### src/rtl/uart_pkg.sv
// Shared UART definitions: FSM state encoding, default bit timing and line levels.
// Used by uart_tx and uart_rx so both ends agree on framing.
package uart_pkg;

    typedef enum logic [2:0] {
        IDLE   = 3'd0,
        START  = 3'd1,
        DATA   = 3'd2,
        PARITY = 3'd3,
        STOP   = 3'd4,
        GAP    = 3'd5
    } uart_state_t;

    localparam int   CLKS_PER_BIT = 14;
    localparam int   DATA_BITS    = 8;
    localparam logic IDLE_LVL     = 1'b1;
    localparam logic START_LVL    = 1'b0;

    function automatic logic even_parity(input logic [DATA_BITS-1:0] d);
        return ^d;
    endfunction

endpackage

### src/rtl/uart_bit_timer.sv
// Free-running bit-period counter 0..CLKS_PER_BIT-1; bit_end marks the last clock of a bit.
// clr holds the count at zero (used while idle and when the inter-frame gap ends).
module uart_bit_timer #(
    parameter int CLKS_PER_BIT = uart_pkg::CLKS_PER_BIT,
    localparam int CW = (CLKS_PER_BIT > 1) ? $clog2(CLKS_PER_BIT) : 1
) (
    input  logic          clk_3125,
    input  logic          rst,
    input  logic          clr,
    output logic [CW-1:0] cnt,
    output logic          bit_end
);

    assign bit_end = (cnt == CW'(CLKS_PER_BIT - 1));

    always_ff @(posedge clk_3125 or posedge rst) begin
        if (rst) begin
            cnt <= '0;
        end else if (clr || bit_end) begin
            cnt <= '0;
        end else begin
            cnt <= cnt + 1'b1;
        end
    end

endmodule

### src/rtl/uart_tx.sv
// UART transmitter: start, 8 data bits MSB-first, optional even parity (UART_TX_PARITY_EN), stop, idle gap.
// tx is registered, so the line follows the FSM state by one clock.
module uart_tx #(
    parameter int CLKS_PER_BIT = uart_pkg::CLKS_PER_BIT,
    parameter int IDLE_GAP     = 1
) (
    input  logic       clk_3125,
    input  logic       rst,
    input  logic       tx_start,
    input  logic [7:0] tx_data,
    output logic       tx,
    output logic       busy,
    output logic       tx_done
);

    import uart_pkg::*;

    localparam int CW = (CLKS_PER_BIT > 1) ? $clog2(CLKS_PER_BIT) : 1;

    uart_state_t          state;
    uart_state_t          state_nxt;
    logic [DATA_BITS-1:0] shreg;
    logic [2:0]           bit_idx;
    logic [CW-1:0]        cnt;
    logic                 bit_end;
    logic                 gap_end;
    logic                 timer_clr;
    logic                 accept;
    logic                 finish;
    logic                 tx_lvl;
`ifdef UART_TX_PARITY_EN
    logic                 parity_q;
`endif

    // GAP reuses the bit counter but ends after IDLE_GAP clocks instead of a full bit
    assign gap_end   = (state == GAP) && (cnt == CW'(IDLE_GAP - 1));
    assign timer_clr = (state == IDLE) || gap_end;

    uart_bit_timer #(
        .CLKS_PER_BIT (CLKS_PER_BIT)
    ) u_bit_timer (
        .clk_3125 (clk_3125),
        .rst      (rst),
        .clr      (timer_clr),
        .cnt      (cnt),
        .bit_end  (bit_end)
    );

    always_ff @(posedge clk_3125 or posedge rst) begin
        if (rst) begin
            state <= IDLE;
        end else begin
            state <= state_nxt;
        end
    end

    always_comb begin
        state_nxt = state;
        tx_lvl    = IDLE_LVL;
        accept    = 1'b0;
        finish    = 1'b0;
        case (state)
            IDLE: begin
                if (tx_start) begin
                    accept    = 1'b1;
                    state_nxt = START;
                end
            end
            START: begin
                tx_lvl = START_LVL;
                if (bit_end) state_nxt = DATA;
            end
            DATA: begin
                tx_lvl = shreg[DATA_BITS-1];
                if (bit_end && (bit_idx == 3'd0)) begin
`ifdef UART_TX_PARITY_EN
                    state_nxt = PARITY;
`else
                    state_nxt = STOP;
`endif
                end
            end
`ifdef UART_TX_PARITY_EN
            PARITY: begin
                tx_lvl = parity_q;
                if (bit_end) state_nxt = STOP;
            end
`endif
            STOP: begin
                if (bit_end) begin
                    if (IDLE_GAP == 0) begin
                        finish    = 1'b1;
                        state_nxt = IDLE;
                    end else begin
                        state_nxt = GAP;
                    end
                end
            end
            GAP: begin
                if (gap_end) begin
                    finish    = 1'b1;
                    state_nxt = IDLE;
                end
            end
            default: state_nxt = IDLE;
        endcase
    end

    always_ff @(posedge clk_3125 or posedge rst) begin
        if (rst) begin
            tx      <= IDLE_LVL;
            busy    <= 1'b0;
            tx_done <= 1'b0;
            shreg   <= '0;
            bit_idx <= '0;
        end else begin
            tx      <= tx_lvl;
            tx_done <= finish;
            if (accept) begin
                busy    <= 1'b1;
                shreg   <= tx_data;
                bit_idx <= 3'(DATA_BITS - 1);
            end else begin
                if (finish) busy <= 1'b0;
                if ((state == DATA) && bit_end) begin
                    shreg   <= shreg << 1;
                    bit_idx <= bit_idx - 1'b1;
                end
            end
        end
    end

`ifdef UART_TX_PARITY_EN
    always_ff @(posedge clk_3125 or posedge rst) begin
        if (rst) begin
            parity_q <= 1'b0;
        end else if (accept) begin
            parity_q <= even_parity(tx_data);
        end
    end
`endif

endmodule

### config.mk
export PLATFORM = sky130hd
export DESIGN_NAME = uart_tx
export DESIGN_NICKNAME = d
export VERILOG_FILES = /design/src/rtl/uart_pkg.sv /design/src/rtl/uart_bit_timer.sv /design/src/rtl/uart_tx.sv
export SDC_FILE = /design/constraint.sdc
export NUM_CORES = 1
export LEC_CHECK = 0
export BUFFER_PORTS_ARGS = -buffer_cell sky130_fd_sc_hd__buf_2
export CORE_MARGIN = 2
export CORE_UTILIZATION = 35
export DETAILED_ROUTE_END_ITERATION = 10
export SLEW_MARGIN = 20
export SYNTH_ARGS = -nofsm -noshare
export SYNTH_HDL_FRONTEND = slang
export SYNTH_HIERARCHICAL = 1
export SYNTH_SLANG_ARGS = --single-unit
### constraint.sdc
create_clock -name clk_3125 -period 2.5 [get_ports clk_3125]
set_clock_uncertainty 0.05 [all_clocks]
set_input_delay 0.5 -clock clk_3125 [delete_from_list [all_inputs] [get_ports clk_3125]]
set_output_delay 0.5 -clock clk_3125 [all_outputs]
set_load 0.03 [all_outputs]
==> run summary <==
Cell Area, Synth -> 1087 um^2
Synth top area share -> 0.4603
unrepaired setup endpoints after global routing -> no
H-tree Lvls -> 1
area leader, netlist -> dfrtp_1
post-route ant nets -> 0
RePlAce Congestion -> 0.7350
via count of the first global-routing pass -> 731
n_diodes -> 0
nets@finish -> 129
fillers -> 310
Setup crit start kind -> flip-flop
Distinct cells, synth -> 35
CP arrival -> 2.01 ns
Synth Area in Simple Gates -> 0.1726
GRT met2 Usage -> 0.2003
final max-slew violation count -> 0
Synth area leaders -> dfrtp_1 (46%), mux2i_1 (5.5%), ha_1 (4.6%), a21oi_1 (3.7%), inv_1 (3.1%)
adder-cell share of the synthesized area -> 0.04603
CTS tree -> done
Max Cap Viol -> 0
crit end category -> flip-flop
Mapped Cells -> 99
Setup TNS -> 0 ns
Clock Sink Count -> 21
sequential-to-total area share from yosys stat -> 0.4845
DRT iter0 DRCs -> 36
Post-synth top cells -> dfrtp_1 (20), inv_1 (9), a21oi_1 (8), nand2_1 (8), mux2i_1 (6)
Pleak -> 0.5490 nW
Avg Cell Area, Syn -> 10.98 um^2
Synth async-reset ratio -> 1.000
Cell Pwr Density -> 877.8 nW/um^2
GR peak layer -> met2
Reg area -> 526.8 um^2
Tmin final -> 1.870 ns
Slew HR -> 0.5485
Core Util, Final -> 0.3925
Multi-input gate area -> 484.2 um^2
worst-path maximum fanout -> 6
drt first pass iters -> 3
final hold violation count -> 0
DR WL/cell -> 12.45 um
largest net degree at the start of global routing -> 18
WS Path Type -> reg2reg
top-count cell post-synth -> dfrtp_1
Synth Register Bits -> 21
EDFF count, synth -> 0
Via-to-Cell Ratio -> 5.082
Hold Path Class -> in2async
synth-to-layout area growth -> 8.400%
Compound-Gate Fraction of Synth Area -> 0.1634
met1 usage -> 0.1602
Placed Area -> 1151 um^2
WP data required -> 2.64 ns
# DRC -> 0
CORE AREA -> 3003 um^2
met3 GRT Util -> 0.02165
max frequency -> 0.5347 GHz
worst reg2reg path depth -> 5
later-pin clock latency in the skew report -> 0.29 ns
Slew @ Worst Pin -> 0.6745 ns
post-DP HPWL -> 1351 um
combinational family with the most area after synthesis -> simple AND/OR/NAND/NOR gates
Yosys Warn Count -> 6
Mapped Nets -> 114
dpl cells -> 142
DIE WIDTH -> 59.74 um
multiplexer share of the synthesized area -> 0.05524
Final Cycle Share -> 0.7480
CTS Buffer Depth -> 2
Tot GR Track Use -> 0.1182
# IOs -> 14
setup violators final -> 0
fin worst setup slack -> 0.6299 ns
XOR/XNOR Fraction of Synth Area -> 0.008055
PortBufs -> 13
global-route wire length before repair -> 3305 um
Clock Pin Slew Worst Setup and Hold Paths -> 0.12 ns
prevailing post-synth register cell -> dfrtp_1
Rows -> 20
Post-Place Worst Slack -> 0.6432 ns
Worst VDD drop -> 0.0003527 V
clock root cell -> clkbuf_4
share of post-route cells with drive strength above 1 -> 0.2301
GRT overflow -> 0
Die Area -> 3568 um^2
initial antenna violation count -> 0
CTS Hold Buffers Added -> 0
routed wire length -> 1817 um
Power, Total -> 1.035 mW
post-route cell area -> 1179 um^2
vias -> 742
Non-Filler Instances -> 146
PostCTS Resize Cnt -> 0
hold_ws -> 0.01293 ns
die outline height -> 59.74 um
Initial Util -> 0.3621
TritonCTS Buffers -> 3
status -> complete, no violations
Setup Buffers After CTS -> 0
## power breakdown
group          internal [mW]  switching [mW]  leakage [nW]
registers              0.455          0.0913         0.243
clock network         0.0594          0.0986        0.0177
logic                  0.158           0.172         0.289
total                  0.672           0.362         0.549
## kinds of logic (layout without fill, tap and decap cells)
kind of cell,count (synthesis),after routing
AND/OR/NAND/NOR,28,28
AO/OA/AOI/OAI,27,27
flip-flops,21,21
buffers and inverters,12,26
multiplexers,6,6
adder cells (fa/ha/maj),4,4
XOR/XNOR,1,1
## critical path, stage by stage, from the launching register on
cell and delay (ns):
dfrtp_1 0.46, nor4_1 0.54, a21oi_1 0.14, a211oi_1 0.37
or2_1 0.18, nor2_1 0.04
## cell type report
type                       instances  share of cell area
multi-input combinational         66              0.4108
sequential                        21              0.4469
clock inverter                     1            0.004246
tap                               33             0.03503
clock buffer                       3             0.01911
timing repair buffer              13             0.05520
inverter                           9             0.02866
## state kept, by name, indices dropped and copies added (netlist names)
signal,cells
u_bit_timer/cnt,4
bit_idx,3
busy,1
tx,1
state,3
shreg,8
tx_done,1
## cell usage in the layout, fill, tap and decap left out, types with 2 or more instances in the layout
master | Yosys | layout
a21o_1 | 2 | 2
a21oi_1 | 8 | 8
a22o_1 | 2 | 2
buf_2 | 0 | 13
clkbuf_4 | 0 | 3
dfrtp_1 | 20 | 20
ha_1 | 4 | 4
inv_1 | 9 | 9
mux2i_1 | 6 | 6
nand2_1 | 8 | 8
nor2_1 | 5 | 5
nor3_1 | 2 | 2
nor4_1 | 2 | 2
o21ai_0 | 4 | 4
o21ai_1 | 3 | 3
o21bai_1 | 2 | 2
## routing by layer
metal	routed length [um]	share of wire
met5	0	0
met4	8	0.0044
met3	61	0.034
met2	840	0.46
met1	907	0.50
## final timing paths
| check | start | end | slack [ns] |
|---|---|---|---|
| worst min register to register | shreg[7] | shreg[7] | 0.45 |
| worst min-delay path | rst | u_bit_timer/cnt[3] | 0.01 |
| worst max register to register | u_bit_timer/cnt[0] | u_bit_timer/cnt[0] | 0.63 |
| max in group asynchronous | rst | bit_idx[0] | 1.76 |
| worst max-delay path | u_bit_timer/cnt[0] | u_bit_timer/cnt[0] | 0.63 |
| min in group clk_3125 | tx_data[4] | shreg[4] | 0.35 |
Power figures use the tool's default switching activity.
